--- src/rtl/traffic_light_driver_if.sv ---
// Phase-in / lamps-out bundle between the sequencer and the lamp driver.
interface traffic_light_driver_if;
  logic [1:0] state;      // 0=NS_GREEN 1=NS_YELLOW 2=EW_GREEN 3=EW_YELLOW
  logic       fault_clr;  // single-cycle request to leave fault mode
  logic [2:0] ns_lamp;    // {red,yellow,green}
  logic [2:0] ew_lamp;    // {red,yellow,green}
  logic       fault;

  // Sequencer side
  modport master (
    output state, fault_clr,
    input  ns_lamp, ew_lamp, fault
  );

  // Lamp-driver side
  modport slave (
    input  state, fault_clr,
    output ns_lamp, ew_lamp, fault
  );
endinterface

--- src/rtl/traffic_light_driver.sv ---
// Registered lamp driver: decodes the sequencer phase, inserts all-red clearance
// before each green, and latches a flashing-red fault on any illegal phase jump.
module traffic_light_driver #(
  parameter int unsigned ALL_RED_CYCLES = 2,  // 0..255
  parameter int unsigned BLINK_HALF     = 4   // 1..255
) (
  input logic                   clk,
  input logic                   rst,
  traffic_light_driver_if.slave bus
);

  typedef enum logic [1:0] {ModeRun, ModeClear, ModeFault} mode_e;

  localparam logic [2:0] LampRed = 3'b100;
  localparam logic [2:0] LampYel = 3'b010;
  localparam logic [2:0] LampGrn = 3'b001;

  localparam bit         HasClear  = (ALL_RED_CYCLES != 0);
  localparam logic [7:0] ClrInit   = HasClear ? 8'(ALL_RED_CYCLES - 1) : 8'd0;
  localparam logic [7:0] BlinkInit = 8'(BLINK_HALF - 1);
  // Mode entered after reset or fault exit; skips CLEAR when no clearance is configured.
  localparam mode_e      ModeStart = HasClear ? ModeClear : ModeRun;

  mode_e      mode_q, mode_d;
  logic [1:0] prev_q, prev_d;
  logic [7:0] clr_cnt_q, clr_cnt_d;
  logic [7:0] blink_cnt_q, blink_cnt_d;
  logic [2:0] ns_q, ns_d;
  logic [2:0] ew_q, ew_d;
  logic       fault_q, fault_d;

  logic [1:0] prev_inc;
  logic       legal;
  logic       into_green;
  logic [5:0] run_lamps;

  // Phase code to {ns,ew} lamp pattern.
  function automatic logic [5:0] decode(input logic [1:0] st);
    logic [5:0] lamps;
    unique case (st)
      2'd0:    lamps = {LampGrn, LampRed};
      2'd1:    lamps = {LampYel, LampRed};
      2'd2:    lamps = {LampRed, LampGrn};
      default: lamps = {LampRed, LampYel};
    endcase
    return lamps;
  endfunction

  // Sequencer only ever holds its phase or advances by one (mod 4).
  always_comb begin
    prev_inc   = prev_q + 2'd1;
    legal      = (bus.state == prev_q) || (bus.state == prev_inc);
    into_green = ((prev_q == 2'd1) && (bus.state == 2'd2)) ||
                 ((prev_q == 2'd3) && (bus.state == 2'd0));
    run_lamps  = decode(bus.state);
  end

  // Next-state and lamp computation for the RUN / CLEAR / FAULT modes.
  always_comb begin
    mode_d      = mode_q;
    prev_d      = bus.state;
    clr_cnt_d   = clr_cnt_q;
    blink_cnt_d = blink_cnt_q;
    ns_d        = ns_q;
    ew_d        = ew_q;
    fault_d     = fault_q;

    unique case (mode_q)
      ModeRun: begin
        if (!legal) begin
          mode_d      = ModeFault;
          ns_d        = LampRed;
          ew_d        = LampRed;
          fault_d     = 1'b1;
          blink_cnt_d = BlinkInit;
        end else if (into_green && HasClear) begin
          mode_d    = ModeClear;
          ns_d      = LampRed;
          ew_d      = LampRed;
          clr_cnt_d = ClrInit;
        end else begin
          {ns_d, ew_d} = run_lamps;
        end
      end

      ModeClear: begin
        if (!legal) begin
          mode_d      = ModeFault;
          ns_d        = LampRed;
          ew_d        = LampRed;
          fault_d     = 1'b1;
          blink_cnt_d = BlinkInit;
        end else if (clr_cnt_q != 8'd0) begin
          // Legal phase changes here do not restart the count.
          clr_cnt_d = clr_cnt_q - 8'd1;
          ns_d      = LampRed;
          ew_d      = LampRed;
        end else begin
          mode_d       = ModeRun;
          {ns_d, ew_d} = run_lamps;
        end
      end

      ModeFault: begin
        if (bus.fault_clr && (bus.state == 2'd0)) begin
          mode_d    = ModeStart;
          fault_d   = 1'b0;
          clr_cnt_d = ClrInit;
          if (HasClear) begin
            ns_d = LampRed;
            ew_d = LampRed;
          end else begin
            {ns_d, ew_d} = run_lamps;
          end
        end else begin
          // Both red bits blink in lock-step; yellow/green stay dark.
          ns_d = {ns_q[2], 2'b00};
          ew_d = {ns_q[2], 2'b00};
          if (blink_cnt_q == 8'd0) begin
            ns_d[2]     = ~ns_q[2];
            ew_d[2]     = ~ns_q[2];
            blink_cnt_d = BlinkInit;
          end else begin
            blink_cnt_d = blink_cnt_q - 8'd1;
          end
        end
      end

      default: begin
        mode_d      = ModeFault;
        ns_d        = LampRed;
        ew_d        = LampRed;
        fault_d     = 1'b1;
        blink_cnt_d = BlinkInit;
      end
    endcase
  end

  // State and output registers; reset drives lamps all-red immediately.
  always_ff @(posedge clk or posedge rst) begin
    if (rst) begin
      mode_q      <= ModeStart;
      prev_q      <= 2'd0;
      clr_cnt_q   <= ClrInit;
      blink_cnt_q <= 8'd0;
      ns_q        <= LampRed;
      ew_q        <= LampRed;
      fault_q     <= 1'b0;
    end else begin
      mode_q      <= mode_d;
      prev_q      <= prev_d;
      clr_cnt_q   <= clr_cnt_d;
      blink_cnt_q <= blink_cnt_d;
      ns_q        <= ns_d;
      ew_q        <= ew_d;
      fault_q     <= fault_d;
    end
  end

  assign bus.ns_lamp = ns_q;
  assign bus.ew_lamp = ew_q;
  assign bus.fault   = fault_q;

endmodule

--- src/flat_wrapper.sv ---
// flat-port wrapper written by rule: the top's interface ports become plain ports
module traffic_light_driver_flat 
#(
  parameter int unsigned ALL_RED_CYCLES = 2,           
  parameter int unsigned BLINK_HALF     = 4            
)
  (clk, rst, bus_state, bus_fault_clr, bus_ns_lamp, bus_ew_lamp, bus_fault);
  traffic_light_driver_if bus_i ();
  input logic clk;
  input logic rst;
  input wire logic [$bits(bus_i.state)-1:0] bus_state;
  input wire logic [$bits(bus_i.fault_clr)-1:0] bus_fault_clr;
  output wire logic [$bits(bus_i.ns_lamp)-1:0] bus_ns_lamp;
  output wire logic [$bits(bus_i.ew_lamp)-1:0] bus_ew_lamp;
  output wire logic [$bits(bus_i.fault)-1:0] bus_fault;
  assign bus_i.state = bus_state;
  assign bus_i.fault_clr = bus_fault_clr;
  assign bus_ns_lamp = bus_i.ns_lamp;
  assign bus_ew_lamp = bus_i.ew_lamp;
  assign bus_fault = bus_i.fault;
  traffic_light_driver #(.ALL_RED_CYCLES(ALL_RED_CYCLES), .BLINK_HALF(BLINK_HALF)) u_core (.clk(clk), .rst(rst), .bus(bus_i));
endmodule
--- config.mk ---
export PLATFORM = sky130hd
export DESIGN_NAME = traffic_light_driver_flat
export DESIGN_NICKNAME = d
export VERILOG_FILES = /design/src/rtl/traffic_light_driver_if.sv /design/src/rtl/traffic_light_driver.sv /design/src/flat_wrapper.sv
export SDC_FILE = /design/constraint.sdc
export NUM_CORES = 1
export LEC_CHECK = 0
export BUFFER_PORTS_ARGS = -buffer_cell sky130_fd_sc_hd__buf_2
export CORE_MARGIN = 5
export CORE_UTILIZATION = 50
export CTS_BUF_LIST = sky130_fd_sc_hd__clkbuf_8 sky130_fd_sc_hd__clkbuf_16
export DETAILED_ROUTE_END_ITERATION = 6
export GPL_TIMING_DRIVEN = 0
export PLACE_DENSITY = 0.68
export SYNTH_ARGS = -nofsm -noshare
export SYNTH_HDL_FRONTEND = slang
export SYNTH_SLANG_ARGS = --single-unit
export TNS_END_PERCENT = 50
--- constraint.sdc ---
create_clock -name clk -period 2.77 [get_ports clk]
set_input_delay 0.1385 -clock clk [delete_from_list [all_inputs] [get_ports clk]]
set_output_delay 0.1385 -clock clk [all_outputs]
set_load 0.02 [all_outputs]
After elaboration in Yosys (flattened, before gate mapping)
Index checks and enable logic that the tools add are counted.
- multiplexer cells: 32
- add/sub/neg operators: 3
- reduce and logical (&&, ||, !) cells: 15
- bitwise gates (word level): 1
- equality and inequality tests: 17
- operators by type and width (kind ; count):
    $mux 8 ; 8
    $mux 3 ; 9
    $pmux 8 s3 ; 1
    $pmux 3 s3 ; 2
    $pmux 6 s3 ; 1
    $pmux 8 s2 ; 1
    $sub 8x1->8 const B ; 2
    $mux 2 ; 5
    $ne 2x1->1 const B ; 5
    $logic_not 8->1 ; 1
    $reduce_bool 8->1 ; 1
    $eq 2x1->1 const B ; 3
    $eq 2x2->1 const B ; 3
    $ne 3x3->1 const B ; 2
    $pmux 2 s3 ; 1
    $reduce_and 6->1 ; 1
    $eq 2x2->1 ; 2
    $logic_not 2->1 ; 2
    $ne 2x2->1 const B ; 2
    $reduce_and 2->1 ; 2
    $logic_and 1x1->1 ; 3
    $mux 1 ; 3
    $reduce_and 3->1 ; 1
    $reduce_bool 3->1 ; 1
    5 further kinds ; 6
- input port bits: 5
- bits in registers: 27
- output and inout bits: 7
- logic and storage cells: 75

Logic depth before layout (Yosys ltp)
Gate-level depths: netlist (run 1).
- depth in word-level cells: 6
- depth in mapped cells: 9
- gate-level depth less buffers: 8

Worst setup path before layout (run 1)
OpenSTA, ideal clock, no wires.
- path type: register to register
- start point: register u_core.prev_q[0]
- end point: register u_core.clr_cnt_q[3]
- data arrival time: 1.848 ns
- setup time: 0.118 ns
- setup slack: 0.804 ns
- cell stages (with the launch flop): 8
- period minus slack after synthesis: 1.966 ns
- cells stage by stage: dfrtp_1 -> ha_1 -> mux2_4 -> xnor2_4 -> o311ai_2 -> or2_0 -> buf_2 -> a21o_1
- cells in the longest elaborated chain, start to end: 5
- elaborated cells between the ends (all ways): 13
- classes of those cells: add/sub: 1; eq/ne: 7; reduce/logical: 5
- ends and longest elaborated chain (element ; RTL line ; text):
    start: declaration ; traffic_light_driver.sv:25 ; logic [1:0] prev_q, prev_d;
    start signal: assignment ; traffic_light_driver.sv:151 ; prev_q <= prev_d;
    $add 2x1->2 (tied with other cells) ; traffic_light_driver.sv:51 ; prev_inc = prev_q + 2'd1;
    $eq 2x2->1 (tied with other cells) ; traffic_light_driver.sv:52 ; legal = (bus.state == prev_q) || (bus.state == prev_inc);
    $logic_or 1x1->1, on equally long branches ; traffic_light_driver.sv:52, traffic_light_driver.sv:53 ;
    $ne 2x1->1 (no line) ; -- ;
    $reduce_and 6->1 (no line) (*) ; -- ;
    end signal: assignment ; traffic_light_driver.sv:144 ; clr_cnt_q <= ClrInit;
    end signal: assignment ; traffic_light_driver.sv:152 ; clr_cnt_q <= clr_cnt_d;
    end: declaration ; traffic_light_driver.sv:26 ; logic [7:0] clr_cnt_q, clr_cnt_d;
Mark *: on every way between the ends. The rest lies on a longest branch, timed or not.
A chain may end at the register's enable or synchronous reset.

Final worst setup path (run 1)
- start point: input port bus_state[0]
- end point: register u_core.blink_cnt_q[4]
- cells in the longest elaborated chain, start to end: 4
- elaborated cells between the ends (all ways): 8
- classes of those cells: eq/ne: 4; reduce/logical: 4
- ends and longest elaborated chain (element ; RTL line ; text):
    start: declaration ; flat_wrapper.sv:11 ; input wire logic [$bits(bus_i.state)-1:0] bus_state;
    $eq 2x2->1 or $logic_not 2->1 (tied branches) ; traffic_light_driver.sv:52, traffic_light_driver.sv:105 ;
    $logic_or 1x1->1 or $logic_and 1x1->1 (tied branches) ; traffic_light_driver.sv:52, traffic_light_driver.sv:105 ;
    $ne 2x2->1 (no line) ; -- ;
    $reduce_and 2->1 (no line) (*) ; -- ;
    end signal: assignment ; traffic_light_driver.sv:153 ; blink_cnt_q <= blink_cnt_d;
    end: declaration ; traffic_light_driver.sv:27 ; logic [7:0] blink_cnt_q, blink_cnt_d;
Marked as above.

==> summary.txt, run 1 <==
Global route
  – Met1 usage: 19.1%
  – Antenna violations before repair: 0
  – GR Util All Layers: 14.9%
  – GR Layer Usage met2: a little over a quarter
  – Largest net degree at the start of global routing: 28
  – Total global routing overflow: 0
  – Vias in the first global route: 1147
  – First-pass GRT wire length: around 5100 um
  – Grt met3 use: 2.07%
  – Busiest grt layer: met2

Synthesis
  – Synth area leaders: dfrtp_1, dfstp_2, o21ai_0
  – Post-synthesis average cell area: 9.29 um^2
  – Net Count, Synth: between 150 and 200
  – Ys Warns: 0
  – Synth Flop Type: dfrtp_1
  – Yosys cell types: 41
  – Seq/Total Area, Yosys: 45.8%
  – Yosys reg bits: 27
  – Cell taking the most area after synthesis: dfrtp_1
  – Post-synth EDFFs: 0
  – Share of synthesized registers carrying an async set or reset: 100%
  – Post-Syn Area: around 1500 um^2
  – Post-Synthesis Cells: 160
  – Post-synth top area share: between 30% and 40%

Placement
  – DP HPWL: around 2100 um
  – Area after DPL: 1580 um^2
  – Count of buffers from port buffering: 11
  – Routability congestion estimate: around 0.78
  – Placement Setup Slack: 0.593 ns

Die
  – Core Area: between 2000 and 3000 um^2
  – Top-level port count: 12
  – Die area: ~4200 um^2
  – Row count: 19
  – Initial Util: a little over half
  – Die width: approximately 65 um
  – Die Y-Extent: between 60 and 70 um

Critical path
  – Crit path DAT: approximately 2.5 ns
  – Worst r2r path cells: 6
  – Crit path launch type: input pin
  – Req. time, crit path: 2.92 ns
  – Largest fanout on the critical path: 10
  – Kind of critical path: in2reg
  – Crit end category: flop

STA
  – Fin Clk Skew: approximately 0.0072 ns
  – # setup viols final: 0
  – Final Worst Setup Slack: around 0.46 ns
  – Slew margin rel.: a little over a third
  – RSZ-0062 raised after global routing: false
  – Post-route minimum period: about 2.3 ns
  – Setup TNS: 0 ns
  – Tcrit/Tclk final: a little over four fifths
  – Final Max Slew Viols: 0
  – Max Freq: 434 MHz
  – Hold Vio Cnt, Final: 0
  – Worst Hold Slack: just over 0.07 ns
  – Worst Max-Slew Pin Slew: ~0.96 ns

Outcome
  – Status: finished, final reports clean

Drt
  – Starting DRT DRC Count: between 60 and 70
  – Routed Antenna Nets: 0
  – Routed len/inst: ~14 um
  – DR vias: between 1000 and 1500
  – Remaining DRCs: 0
  – Final wirelength: about 2800 um
  – Via/cell ratio: between 5 and 6
  – DR pass1 iterations: 4

Power and ir drop
  – PwrDens: between 700 and 800 nW/um^2
  – LEAKAGE: 0.791 nW
  – Max IR drop VDD: 0.362 mV

Layout
  – # diodes: 0
  – # nets final: between 150 and 200
  – Share of cells above drive strength 1: about 15%
  – Layout area overhead: 10.8%
  – Filler cell count: roughly 250
  – Final std cell area, no fill: ~1600 um^2

Clock tree
  – PostCTS Resize Cnt: 0
  – Max H-tree Level: 1
  – Register clock-pin slew on the reported worst setup and hold paths: about 0.10 ns
  – Root Driver: clkbuf_8
  – TritonCTS clock tree: yes
  – Total CTS buffers: 3
  – Clock tree buffer depth: 2
  – TritonCTS Sinks: 27
  – Worst-Skew Late Latency: ~0.27 ns

Worst hold path
  – HP Class: in2async

Flow run
  – Maxcap violations: 0
[path summary, 6_finish.rpt]
check | startpoint | to | slack [ns]
hold / removal | rst | u_core.bus.ns_lamp[0]$_DFF_PP0_ | 0.07
setup / recovery | bus_state[0] | u_core.blink_cnt_q[4]$_DFFE_PP0P_ | 0.46
hold reg to reg | u_core.blink_cnt_q[5]$_DFFE_PP0P_ | u_core.blink_cnt_q[6]$_DFFE_PP0P_ | 0.49
setup reg to reg | u_core.prev_q[0]$_DFF_PP0_ | u_core.blink_cnt_q[4]$_DFFE_PP0P_ | 0.59
min in group clk | bus_fault_clr | u_core.bus.ew_lamp[2]$_DFF_PP1_ | 0.28
max in group asynchronous | rst | u_core.clr_cnt_q[2]$_DFFE_PP0P_ | 2.12
[cell families after synthesis]
kind of cell / after synthesis / share of synthesized area [%]
AO/OA/AOI/OAI: 48 / 20.0
XOR/XNOR: 5 / 4.71
adder cells (fa/ha/maj): 5 / 4.21
buffers and inverters: 18 / 5.13
flip-flops: 27 / 45.8
multiplexers: 2 / 1.68
AND/OR/NAND/NOR: 55 / 18.4
[metal layers]
layer,wire length [um],vias to the layer above
met5,0,-
met4,17,0
met3,141,2
met2,1360,37
met1,1290,566
li1,-,597
[Yosys cell counts (all sizes together) (3+ instances only)]
master,number
a21oi,8
ha,5
a211oi,4
clkbuf,3
nand2,8
o21ai,22
or4,4
and3,6
inv,12
dfstp,4
dfrtp,23
nor2,21
buf,3
nand3,4
xnor2,3
a21o,3
[what timing repair did]
action	CTS	global route
endpoints found under the hold margin	2	0
buffers inserted	0	0
hold buffers	2	0
[critical path: stages]
cell and delay, ns:
dlygate4sd3_1 0.53, buf_2 0.13, buf_6 0.13, xnor2_2 0.16, mux2_4 0.35, xnor2_1 0.38
o21ai_1 0.29, o21ai_0 0.23, o21ai_0 0.10
[area by class of cell]
cell class,instances,area [um^2],share of cell area (%)
plain buffers,6,31.3,1.90
clock buffers,3,41.3,2.51
clock inverters,1,5.00,0.304
inverters,12,45.0,2.74
multi-input cells,115,729,44.3
flip-flops and latches,27,681,41.3
well taps,31,38.8,2.36
repair buffers,13,75.1,4.56
[power by group]
part | internal (mW) | leakage (nW) | switching (mW)
combinational | 0.195 | 0.424 | 0.303
clock | 0.101 | 0.0255 | 0.124
sequential | 0.491 | 0.342 | 0.0688
[registers in the layout, summed over array words and instances (netlist names)]
| signal | cells |
|---|---|
| u_core.bus.fault | 1 |
| u_core.clr_cnt_q | 8 |
| u_core.prev_q | 2 |
| u_core.bus.ew_lamp | 3 |
| u_core.bus.ns_lamp | 3 |
| u_core.blink_cnt_q | 8 |
| u_core.mode_q | 2 |
[stage by stage]
stage,std cells,utilization (%),total power [mW]
final,208,58.7,1.28
after global routing,208,58.7,1.40
after CTS,208,58.7,1.29
after detailed placement,202,56.3,1.06
after global placement,202,56.3,1.04
after floorplan,160,-,0.946
[placed cells by master, fill, tap and decap left out, drive strengths merged, types with 2 or more instances in the layout]
cell         netlist  layout
a211oi             4       4
a21o               3       3
a21oi              8       8
a31oi              2       2
and3               6       6
buf                3      14
clkbuf             3       6
dfrtp             23      23
dfstp              4       4
dlygate4sd3        0       2
ha                 5       5
inv               12      12
nand2              8       8
nand2b             2       2
nand3              4       4
nor2              21      21
nor3               2       2
o21ai             22      22
o2bb2ai            2       2
o31ai              2       2
o41ai              2       2
or4                4       4
xnor2              3       3
xor2               2       2
Note: power is estimated with default switching activity, not from simulation.
==> inputs of run 2 (changes only) <==
--- a/config.mk
+++ b/config.mk
@@ -5,6 +5,7 @@
 export SDC_FILE = /design/constraint.sdc
 export NUM_CORES = 1
 export LEC_CHECK = 0
+export ABC_AREA = 1
 export BUFFER_PORTS_ARGS = -buffer_cell sky130_fd_sc_hd__buf_2
 export CORE_MARGIN = 5
 export CORE_UTILIZATION = 50
==> constraint.sdc (replaced) <==
create_clock -name clk -period 2.4 [get_ports clk]
set_input_delay 0.12 -clock clk [delete_from_list [all_inputs] [get_ports clk]]
set_output_delay 0.12 -clock clk [all_outputs]
set_load 0.02 [all_outputs]
==> run 2 against run 1 <==
  * Hold slack worse by 0.023 ns
  * Sequential share of layout area is 4.4 points lower
  * Core utilization fell by 2.6 points
  * Global-route usage increased by 0.64 points
  * Design area grew 12%
  * Register-to-register slack gained 0.14 ns
  * Critical path depth is 1 higher
  * Sequential cell count is the same
  * Clock power increased by 12%
==> summary.txt, run 2 <==
Synthesis
  – Ys Warns: 0
  – Synth Area in Adders: under 10%
  – Post-Syn Area: roughly 1700 um^2
  – Most instantiated cells after synthesis: nand2_1, inv_1, dfrtp_1
  – Synth area leaders: dfrtp_1, nand2_1, nand3_1
  – Yosys reg bits: 27
  – Net Count, Synth: around 240
  – Mux share of post-synthesis cell area: 0%
  – Xor/xnor cell area share of the yosys netlist: between 2 and 2.5%
  – Cell taking the most area after synthesis: dfrtp_1
  – Seq/Total Area, Yosys: approximately 41%
  – Post-synth EDFFs: 0
  – Most frequent cell after synthesis: nand2_1
  – Post-synthesis simple-gate area fraction: roughly 37%
  – Post-synth top area share: about 34%
  – Post-synthesis average cell area: a little over 7 um^2
  – Compound-Gate Fraction of Synth Area: ~7.7%
  – Share of synthesized registers carrying an async set or reset: 100%
  – Post-Synthesis Cells: ~230
  – Yosys cell types: 24
  – Largest family of logic cells by synthesized area: simple AND/OR/NAND/NOR gates
  – Synth Flop Type: dfrtp_1

Die
  – Row count: 21
  – Core Area: 3280 um^2
  – Initial Util: 51.0%
  – Die area: 4610 um^2
  – Top-level port count: 12
  – Die width: 67.9 um
  – Die Y-Extent: around 68 um

Clock tree
  – TritonCTS clock tree: yes
  – Register clock-pin slew on the reported worst setup and hold paths: 0.09 ns
  – Max H-tree Level: 1
  – Total CTS buffers: 3
  – # Post-CTS Setup Buffers: 0
  – TritonCTS Sinks: 27
  – PostCTS Resize Cnt: 0
  – Root Driver: clkbuf_8
  – Clock tree buffer depth: 2
  – Worst-Skew Late Latency: around 0.27 ns
  – CTS Hold Bufs: 1

Global route
  – GR Util All Layers: 15.6%
  – Total global routing overflow: 0
  – Vias in the first global route: 1314
  – First-pass GRT wire length: ~5600 um
  – Largest net degree at the start of global routing: 28
  – Antenna violations before repair: 0

Critical path
  – Req. time, crit path: 2.61 ns
  – Reg2Reg Setup Slack: roughly 0.73 ns
  – Worst r2r path cells: 10
  – Setup crit end: u_core.clr_cnt_q[4]$_DFFE_PP0P_
  – Crit. Startpoint: u_core.prev_q[0]$_DFF_PP0_
  – Crit path launch type: flop
  – Kind of critical path: reg2reg
  – Largest fanout on the critical path: 6
  – Crit path DAT: approximately 1.9 ns
  – Crit end category: flop
  – Reg-to-Reg End: u_core.clr_cnt_q[4]$_DFFE_PP0P_
  – Crit Reg-Reg Startpoint: u_core.prev_q[0]$_DFF_PP0_

Layout
  – # nets final: between 200 and 300
  – Share of cells above drive strength 1: 15.7%
  – Layout Utilization: a little under three fifths
  – Layout area overhead: 10.0%
  – Regs by FF count: u_core.blink_cnt_q x8, u_core.clr_cnt_q x8
  – Filler cell count: around 310
  – # diodes: 0
  – Commonest cells after routing, fill and taps aside: nand2_1, inv_1, dfrtp_1
  – Commonest non-fill, non-tap cell in the layout: nand2_1

STA
  – Post-route minimum period: approximately 1.7 ns
  – Fin Clk Skew: 0.00159 ns
  – Worst Max-Slew Pin Slew: about 1 ns
  – # setup viols final: 0
  – Slew margin rel.: approximately a third
  – Tcrit/Tclk final: a little over two thirds
  – Hold Vio Cnt, Final: 0
  – Final Max Slew Viols: 0
  – Worst Hold Slack: just under 0.05 ns
  – Setup TNS: 0 ns
  – Final Worst Setup Slack: about 0.73 ns
  – RSZ-0062 raised after global routing: false
  – Max Freq: roughly 600 MHz

Worst hold path
  – Hold path depth: 1
  – HP Class: in2reg

Power and ir drop
  – Switching Share: 42.3%
  – Clock group share of total power: between 10% and 20%
  – LEAKAGE: 1.00 nW
  – Logic pwr share: a little under half
  – Sequential share of power: between 30% and 40%
  – NetSw: around 700 uW
  – Max IR drop VDD: between 0.4 and 0.5 mV
  – Int Power: around 960 uW
  – PwrDens: about 900 nW/um^2

Drt
  – DR vias: about 1400
  – Via/cell ratio: around 4.7
  – Starting DRT DRC Count: 53
  – Routed len/inst: around 10 um
  – Routed Antenna Nets: 0
  – Final wirelength: around 3100 um
  – DR pass1 iterations: 4
  – Remaining DRCs: 0

Placement
  – Routability congestion estimate: a little over 0.8
  – Placement Setup Slack: between 0.7 and 0.8 ns
  – DP HPWL: roughly 2300 um
  – Count of buffers from port buffering: 11

Outcome
  – Status: finished, final reports clean

Flow run
  – Maxcap violations: 0
[run 2: changes by cell type in the layout (fill, tap and decap cells not counted), moves of 6 or more]
cell     before  now
and3_1        6    0
a21oi_1       8    2
inv_1        12   30
nand2_1       8   74
nand3_1       4   22
[run 2: stage by stage]
step | area, um^2 | total power, mW | instances
floorplan | 1680 | 1.26 | 232
global placement | 1790 | 1.41 | 289
CTS | 1840 | 1.68 | 294
global route | 1840 | 1.82 | 294
detailed placement | 1790 | 1.42 | 289
finish | 1840 | 1.66 | 294
[run 2: layer usage]
metal / track usage (%) / vias up / wire length, um
met2: 25.9 / 16 / 1430
li1: - / 760 / -
met5: 0 / - / 0
met4: 4.47 / 0 / 28
met1: 21.3 / 611 / 1530
met3: 1.97 / 4 / 85
[run 2: power by group through the flow]
stage / clock [mW] / sequential (mW) / combinational, mW
2_1_floorplan: 0 / 0.672 / 0.586
6_report: 0.251 / 0.643 / 0.762
4_1_cts: 0.263 / 0.645 / 0.772
5_1_grt: 0.277 / 0.657 / 0.890
3_5_place_dp: 0 / 0.654 / 0.768
3_3_place_gp: 0 / 0.650 / 0.757
[run 2: worst min-delay path by stage]
| stage | from | endpoint | slack (ns) |
|---|---|---|---|
| after floorplan | bus_state[0] | u_core.prev_q[0]$_DFF_PP0_ | 0.15 |
| after global placement | bus_state[1] | u_core.prev_q[1]$_DFF_PP0_ | 0.25 |
| after detailed placement | bus_state[1] | u_core.prev_q[1]$_DFF_PP0_ | 0.26 |
| after CTS | bus_state[0] | u_core.prev_q[0]$_DFF_PP0_ | 0.04 |
| after global routing | bus_state[0] | u_core.prev_q[0]$_DFF_PP0_ | 0.04 |
| final | bus_state[0] | u_core.prev_q[0]$_DFF_PP0_ | 0.05 |
[run 2: worst max-delay path, stage by stage, from the launching register on]
cell and delay [ns]:
dfrtp_1 0.44, ha_1 0.33, inv_1 0.06, nand2_1 0.04, nand2_1 0.07, nand2_2 0.08
nand2_4 0.11, nand3_1 0.15, inv_1 0.16, o21ai_0 0.10, nand2_1 0.08
[run 2: layout make-up]
type / instances / area, um^2 / share of cell area, %
Sequential cell: 27 / 681 / 36.9
Clock buffer: 3 / 41.3 / 2.24
Tap cell: 46 / 57.6 / 3.12
Timing Repair Buffer: 12 / 65.1 / 3.53
Inverter: 33 / 124 / 6.72
Buffer: 2 / 22.5 / 1.22
Multi-Input combinational cell: 170 / 848 / 46.0
Clock inverter: 1 / 3.75 / 0.204
[run 2: cell families (layout without fill, tap and decap cells)]
family	after synthesis	after routing
adder cells (fa/ha/maj)	5	5
XOR/XNOR	4	4
AND/OR/NAND/NOR	138	138
flip-flops	27	27
AO/OA/AOI/OAI	23	23
buffers and inverters	35	51
